File: config.mk
export PLATFORM = sky130hd
export DESIGN_NAME = reg_write_arbiter
export DESIGN_NICKNAME = d
export VERILOG_FILES = /design/src/rtl/reg_write_arbiter.sv
export SDC_FILE = /design/constraint.sdc
export NUM_CORES = 1
export LEC_CHECK = 0
export ABC_AREA = 1
export CAP_MARGIN = 25
export CORE_MARGIN = 3
export CORE_UTILIZATION = 33
export DETAILED_ROUTE_END_ITERATION = 7
export PLACE_DENSITY = 0.89
export SKIP_LAST_GASP = 1
export SYNTH_ARGS = -nofsm -noshare
export SYNTH_HDL_FRONTEND = slang
export SYNTH_SLANG_ARGS = --single-unit
File: constraint.sdc
create_clock -name clk -period 1.45 [get_ports clk]
set_clock_uncertainty 0.1 [all_clocks]
set_input_delay 0.3625 -clock clk [delete_from_list [all_inputs] [get_ports clk]]
set_output_delay 0.3625 -clock clk [all_outputs]
set_load 0.02 [all_outputs]
File: src/rtl/reg_write_arbiter.sv
// Round-robin arbiter granting one of NUM_REQ requesters exclusive access to a shared
// register write port for a burst of up to DEPTH beats.
module reg_write_arbiter #(
    parameter int unsigned WIDTH   = 32,
    parameter int unsigned NUM_REQ = 4,
    parameter int unsigned DEPTH   = 16
) (
    input  logic                     clk,
    input  logic                     rst,
    input  logic [NUM_REQ-1:0]       req_valid,
    input  logic [NUM_REQ*WIDTH-1:0] req_data,
    input  logic [NUM_REQ-1:0]       req_last,
    output logic [NUM_REQ-1:0]       req_ready,
    output logic [NUM_REQ-1:0]       grant,
    output logic                     busy,
    output logic                     en,
    output logic [WIDTH-1:0]         d
);

    localparam int unsigned IW = $clog2(NUM_REQ);
    localparam int unsigned CW = $clog2(DEPTH + 1);

    typedef enum logic [0:0] {StIdle, StBusy} state_e;

    state_e             state_q, state_d;
    logic [NUM_REQ-1:0] grant_q, grant_d;
    logic [IW-1:0]      owner_q, owner_d;
    logic [CW-1:0]      cnt_q, cnt_d;
    logic               en_q, en_d;
    logic [WIDTH-1:0]   d_q, d_d;

    logic [IW-1:0]      rr_idx;
    logic [IW-1:0]      sel_idx;
    logic               sel_found;
    logic [IW-1:0]      cur_idx;
    logic [WIDTH-1:0]   beat_data;
    logic               beat;
    logic               last_beat;

    // Scan starts one past the previous owner so it ends up with lowest priority.
    always_comb begin
        rr_idx    = '0;
        sel_idx   = '0;
        sel_found = 1'b0;
        for (int k = 1; k <= int'(NUM_REQ); k++) begin
            rr_idx = IW'((int'(owner_q) + k) % int'(NUM_REQ));
            if (!sel_found && req_valid[rr_idx]) begin
                sel_found = 1'b1;
                sel_idx   = rr_idx;
            end
        end
    end

    always_comb begin
        cur_idx   = '0;
        beat_data = '0;
        for (int i = 0; i < int'(NUM_REQ); i++) begin
            if (grant_q[i]) begin
                cur_idx   = IW'(i);
                beat_data = req_data[i*WIDTH +: WIDTH];
            end
        end
    end

    assign beat      = (state_q == StBusy) && |(req_valid & grant_q);
    assign last_beat = |(req_last & grant_q) || (cnt_q == CW'(DEPTH - 1));

    always_ff @(posedge clk) begin
        if (rst) begin
            state_q <= StIdle;
            grant_q <= '0;
            owner_q <= IW'(NUM_REQ - 1);
            cnt_q   <= '0;
            en_q    <= 1'b0;
            d_q     <= '0;
        end else begin
            state_q <= state_d;
            grant_q <= grant_d;
            owner_q <= owner_d;
            cnt_q   <= cnt_d;
            en_q    <= en_d;
            d_q     <= d_d;
        end
    end

    always_comb begin
        state_d = state_q;
        grant_d = grant_q;
        owner_d = owner_q;
        cnt_d   = cnt_q;
        en_d    = 1'b0;
        d_d     = d_q;
        unique case (state_q)
            StIdle: begin
                if (sel_found) begin
                    state_d = StBusy;
                    grant_d = NUM_REQ'(1) << sel_idx;
                    cnt_d   = '0;
                end
            end
            StBusy: begin
                if (beat) begin
                    en_d  = 1'b1;
                    d_d   = beat_data;
                    cnt_d = cnt_q + CW'(1);
                    if (last_beat) begin
                        state_d = StIdle;
                        grant_d = '0;
                        owner_d = cur_idx;
                    end
                end
            end
            default: ;
        endcase
    end

    always_comb begin
        busy      = (state_q == StBusy);
        req_ready = (state_q == StBusy) ? grant_q : '0;
    end

    assign grant = grant_q;
    assign en    = en_q;
    assign d     = d_q;

endmodule

Yosys cells after proc, flatten, opt, wreduce, memory -nomap -nowiden. Index checks and enable logic that the tools add are counted.

Add/subtract/negate cells: 5. Multiply operators: 0. Divide/modulo/power cells: 0. $lt $le $gt $ge: 4. Eq/ne operators: 4. Shifts and indexed selects: 1. Multiplexer cells: 36. Bitwise gates (word level): 3. Reduce and logical (&&, ||, !) cells: 15.

Operators by type and width (number): two-way mux 32 bit (4); two-way mux 4 bit (4); two-way mux 1 bit (13); less-than comparator 2 x 3 -> 1 bit (second input constant) (4); two-way mux 2 bit (6); two-way mux 5 bit (2); case mux 5 bit (2 select lines) (1); bitwise AND 4 bit (2); binary-select mux 1 bit (select 2 bit) (4); case mux 4 bit (2 select lines) (1); OR reduction 4 bit (2); AND reduction 3 bit (2); adder 5 x 1 -> 5 bit (second input constant) (1); == test 5 x 4 -> 1 bit (second input constant) (1); adder 2 x 1 -> 2 bit (second input constant) (2); adder 2 bit (second input constant) (2); logical AND 1 bit (4); inequality test 2 x 1 -> 1 bit (second input constant) (2); AND reduction 2 bit (2); left shift 1 x 2 -> 4 bit (first input constant) (1); zero test 1 bit (3); inequality test 2 bit (second input constant) (1); case mux 1 bit (2 select lines) (1); OR reduction 2 bit (1); other kinds (2) (2).

Flip-flop bits (word level): 45. Latch bits: 0. RAM bits: 0. Bits in read-only memories: 0. Bits of input ports: 138. Logic and storage cells: 74. Memories kept: 0.

Logic depth before layout (Yosys ltp).
Word-level depth: 16. Gate-level depth with buffers: 13. Depth with buffers taken out: 12.

Worst setup path before layout. No wires, ideal clock.

Path type: register -> output. Start: register grant_q[3] (netlist: grant[3]). End: output port req_ready[3]. Data arrival time: 1.337 ns. Required time: 0.988 ns. Slack: -0.350 ns. Cell stages (with the launch flop): 6. Path buffers: 3. Cell sequence: dfxtp_1 -> clkbuf_1 -> clkbuf_1 -> buf_2 -> nand2_1 -> inv_1.

Longest elaborated chain between the ends: 1.

RTL lines: start, declared (RTL line 26) `logic [NUM_REQ-1:0] grant_q, grant_d;`; start signal, assigned (RTL line 78) `grant_q <= grant_d;`; two-way mux 4 bit (RTL line 119) `req_ready = (state_q == StBusy) ? grant_q : '0;`; end, declared (RTL line 13) `output logic [NUM_REQ-1:0] req_ready,`.

No other way between the ends.

Final worst setup path.
Start: register cnt_q[1]. End: register owner_q[0].

Longest elaborated chain between the ends: 3.

RTL lines: start, declared (RTL line 28) `logic [CW-1:0] cnt_q, cnt_d;`; start signal, assigned (RTL line 80) `cnt_q <= cnt_d;`; == test 5 x 4 -> 1 bit (RTL line 66) `assign last_beat = |(req_last & grant_q) || (cnt_q == CW'(DEPTH - 1));`; logical OR 1 bit (RTL line 66); AND reduction 3 bit (no source line); end signal, assigned (RTL line 72) `owner_q <= IW'(NUM_REQ - 1);`; end signal, assigned (RTL line 79) `owner_q <= owner_d;`; end, declared (RTL line 27) `logic [IW-1:0] owner_q, owner_d;`.

No other way between the ends. A chain may end at the register's enable or synchronous reset.

==> flow_summary.json <==
{
  "place_area_um2": 4821,
  "cts_root_buf": "clkbuf_8",
  "min_to": "cnt_q[4]",
  "synthCells": 372,
  "fillers": 618,
  "synth-edff-count": 0,
  "synth_common_cells": "nand2_1 (89), dfxtp_1 (45), o21ai_0 (34), a22o_1 (29), a31oi_1 (29)",
  "slowest_delay_ns": 0.35,
  "layout-drive-gt1-share_pct": 32.47,
  "violations": "negative setup slack",
  "clkPwrFrac_pct": 25.1,
  "hold_depth": 2,
  "die_h_um": 96.12,
  "grt_max_degree": 29,
  "synth-seq-cells": 45,
  "clock-sinks": 45,
  "drv_cap": 0,
  "power_density_nw_per_um2": 725.7,
  "clock_latency_ns": 0.30,
  "drc": 0,
  "ctsHtreeMaxLevel": 2,
  "power_w": 0.003901,
  "max_freq_ghz": 0.6050,
  "syn_nets": 512,
  "ys_seq_area_share_pct": 33.61,
  "firstDrtPassIters": 5,
  "syn-cell-area_um2": 2680,
  "synthToLayoutAreaGrowth_pct": 100.6,
  "switching_share_pct": 32.28,
  "timing.critical_path.mode_cell": "ha_4",
  "comb_power_share_pct": 39.4,
  "peakVddDrop_v": 0.0004493,
  "syn_area_per_cell_um2": 7.204,
  "wl_per_cell_um": 18.00,
  "die-width_um": 96.12,
  "place_hpwl_um": 8237,
  "synth_top_area_share_pct": 33.61,
  "core_um2": 7807,
  "final_area_um2": 5375,
  "setup_viol": 47,
  "clk_pin_slew_ns": 0.09,
  "diodes": 0,
  "port_buffers": 179,
  "startpoint": "cnt_q[1]",
  "layout_setup_ws_ns": -0.2028,
  "reg2reg_slack_ns": -0.20,
  "timing_max_transition_violations_final": 0,
  "die_area_um2": 9239,
  "r2r_start": "cnt_q[1]",
  "crit_buf_inv": 1,
  "vias": 3799,
  "cts_buffers": 5,
  "worstHoldPathType": "reg -> reg",
  "io_pins": 180,
  "synth_area_leader_cell": "dfxtp_1",
  "switching_power_w": 0.001259,
  "post-place-cells": 653,
  "sequentialPowerShare_pct": 35.5,
  "status": "complete, but fails checks",
  "start_util_pct": 34.33,
  "fin_crit_ns": 1.653,
  "holdWs_ns": 0.4066,
  "ff2ff_path_depth": 10,
  "grt.total_usage_pct": 25.15,
  "antenna_found_initial": 0,
  "startpoint_type": "register",
  "ant_nets": 0,
  "cts_tree": "built",
  "worstHoldStart": "cnt_q[4]",
  "path_max_fanout": 6,
  "drtIter0Drc": 176,
  "layout.nets": 718,
  "synth_most_common_cell": "nand2_1",
  "slew_headroom_pct": 79.98,
  "hold_viol": 0,
  "yosysWarningCount": 0,
  "cp_slowest_cell": "dfxtp_2",
  "grt_overflow": 0,
  "synthDistinctLibCells": 29,
  "viasPerCell": 5.579,
  "ys.flop_type": "dfxtp_1",
  "synth_top_cells_by_area": "dfxtp_1 (34%), nand2_1 (12%), a22o_1 (9.5%), a22oi_1 (7.8%), a31oi_1 (6.8%)",
  "cts_buffer_depth": 2,
  "post-route-util_pct": 68.85,
  "crit_path_end_kind": "register",
  "drt-total-wl_um": 12260,
  "cp_top_family": "simple AND/OR/NAND/NOR gates",
  "internal_power_w": 0.002641,
  "path_cells": "ha_4 -> nand2_4 -> nor2_4 -> ha_4 -> a21oi_2 -> nand4_1 -> nand2_2 -> inv_2 -> o21ai_2 -> o211ai_1",
  "grt_pass1_wl_um": 18130,
  "worst_pin_slew_ns": 0.3003,
  "rsz0062_at_grt": "true",
  "path_class": "reg -> reg",
  "finalNonFillerCells": 681,
  "fin_crit_sh_pct": 114.0,
  "routabilityCongestion": 0.8561,
  "core.rowCount": 32,
  "grt_pass1_vias": 3756,
  "cp_data_arrival_time_ns": 1.73,
  "critPathRequiredTime_ns": 1.53,
  "r2r-end": "owner_q[0]",
  "synthArstFlopShare_pct": 0,
  "leakagePower_nw": 2.189
}
## worst max-delay path by stage
stage / endpoint / slack (ns) / depth (start not counted)
after global routing: grant[1] / -0.27 / 10
after CTS: owner_q[0] / -0.16 / 10
after detailed placement: d[16] / -0.58 / 8
after global placement: cnt_q[1] / -0.53 / 9
after floorplan: cnt_q[2] / -0.05 / 12
final: owner_q[0] / -0.20 / 10
## per-layer routing
metal  routed length, um  track usage, %  vias to the layer above  share of wire [%]
li1                    -               -                     1755                  -
met1                4471           28.80                     1811                 36
met2                6542           44.85                      197                 53
met3                 901           6.255                       36                7.4
met4                 340           9.123                        0                2.8
met5                   0               0                        -                  0
## power groups by stage
| stage | clock, W | sequential (W) | combinational (W) |
|---|---|---|---|
| finish | 0.000979 | 0.00139 | 0.00154 |
| CTS | 0.000987 | 0.00138 | 0.00145 |
| global placement | 0 | 0.00140 | 0.00127 |
| floorplan | 0 | 0.00149 | 0.000474 |
| detailed placement | 0 | 0.00141 | 0.00130 |
| global route | 0.00105 | 0.00140 | 0.00164 |
## cells by family (layout without fill, tap and decap cells)
group           Yosys count  count (layout)  share of synthesized area, %
compound gates          147             147                         36.51
xor+xnor                  1               1                        0.3269
fa+ha+maj                 2               2                        0.9336
buf+inv                  55             261                         8.730
flops                    45              45                         33.61
simple gates            122             123                         19.89
## placed cells by master, fill, tap and decap left out, types with 7 or more instances in the layout
master and instances:
a21oi_2 7, a22o_1 29, buf_4 23, inv_2 8, a21oi_1 10, o21ai_1 20, buf_2 8, nand2_2 19
a22oi_1 26, a31oi_1 29, clkbuf_2 24, clkdlybuf4s15_1 7, nand2_1 63, o21ai_2 8, clkdlybuf4s50_1 133, nand2_4 15
inv_1 11, dfxtp_1 35, nand3_1 9, buf_6 20
## layout make-up
cell class              instances  area [um2]  area share [%]
flip-flops and latches         45       928.4           17.27
clock buffers                   5       68.82           1.280
repair buffers                228        2213           41.18
well taps                     102       127.6           2.374
inverters                      25       113.9           2.118
clock inverters                 3       45.04          0.8380
multi-input cells             273        1878           34.94
## worst reg2reg max path: stages (launching register included)
cell,delay [ns]
dfxtp_2,0.35
ha_4,0.17
nand2_4,0.06
nor2_4,0.04
ha_4,0.15
a21oi_2,0.09
nand4_1,0.15
nand2_2,0.18
inv_2,0.09
o21ai_2,0.07
o211ai_1,0.09
## stage by stage
step           setup slack (ns)  setup TNS [ns]
6_report                -0.2028          -3.055
5_1_grt                 -0.2662          -5.882
4_1_cts                 -0.1608          -2.736
3_5_place_dp            -0.5836          -24.70
3_3_place_gp            -0.5335          -23.06
2_1_floorplan          -0.04518         -0.1000
## state kept, by name, indices dropped and copies added (netlist names)
register / cells
owner_q: 2
busy: 1
en: 1
cnt_q: 5
d: 32
grant: 4
## repair_timing
item | 4_1_cts | 5_1_grt
gates cloned | 8 | 1
hold buffers | 0 | 0
gates resized for setup | 176 | 110
setup buffers | 11 | 3
endpoints found under the setup margin | 87 | 84
pin swaps | 27 | 20
Power figures use the tool's default switching activity.
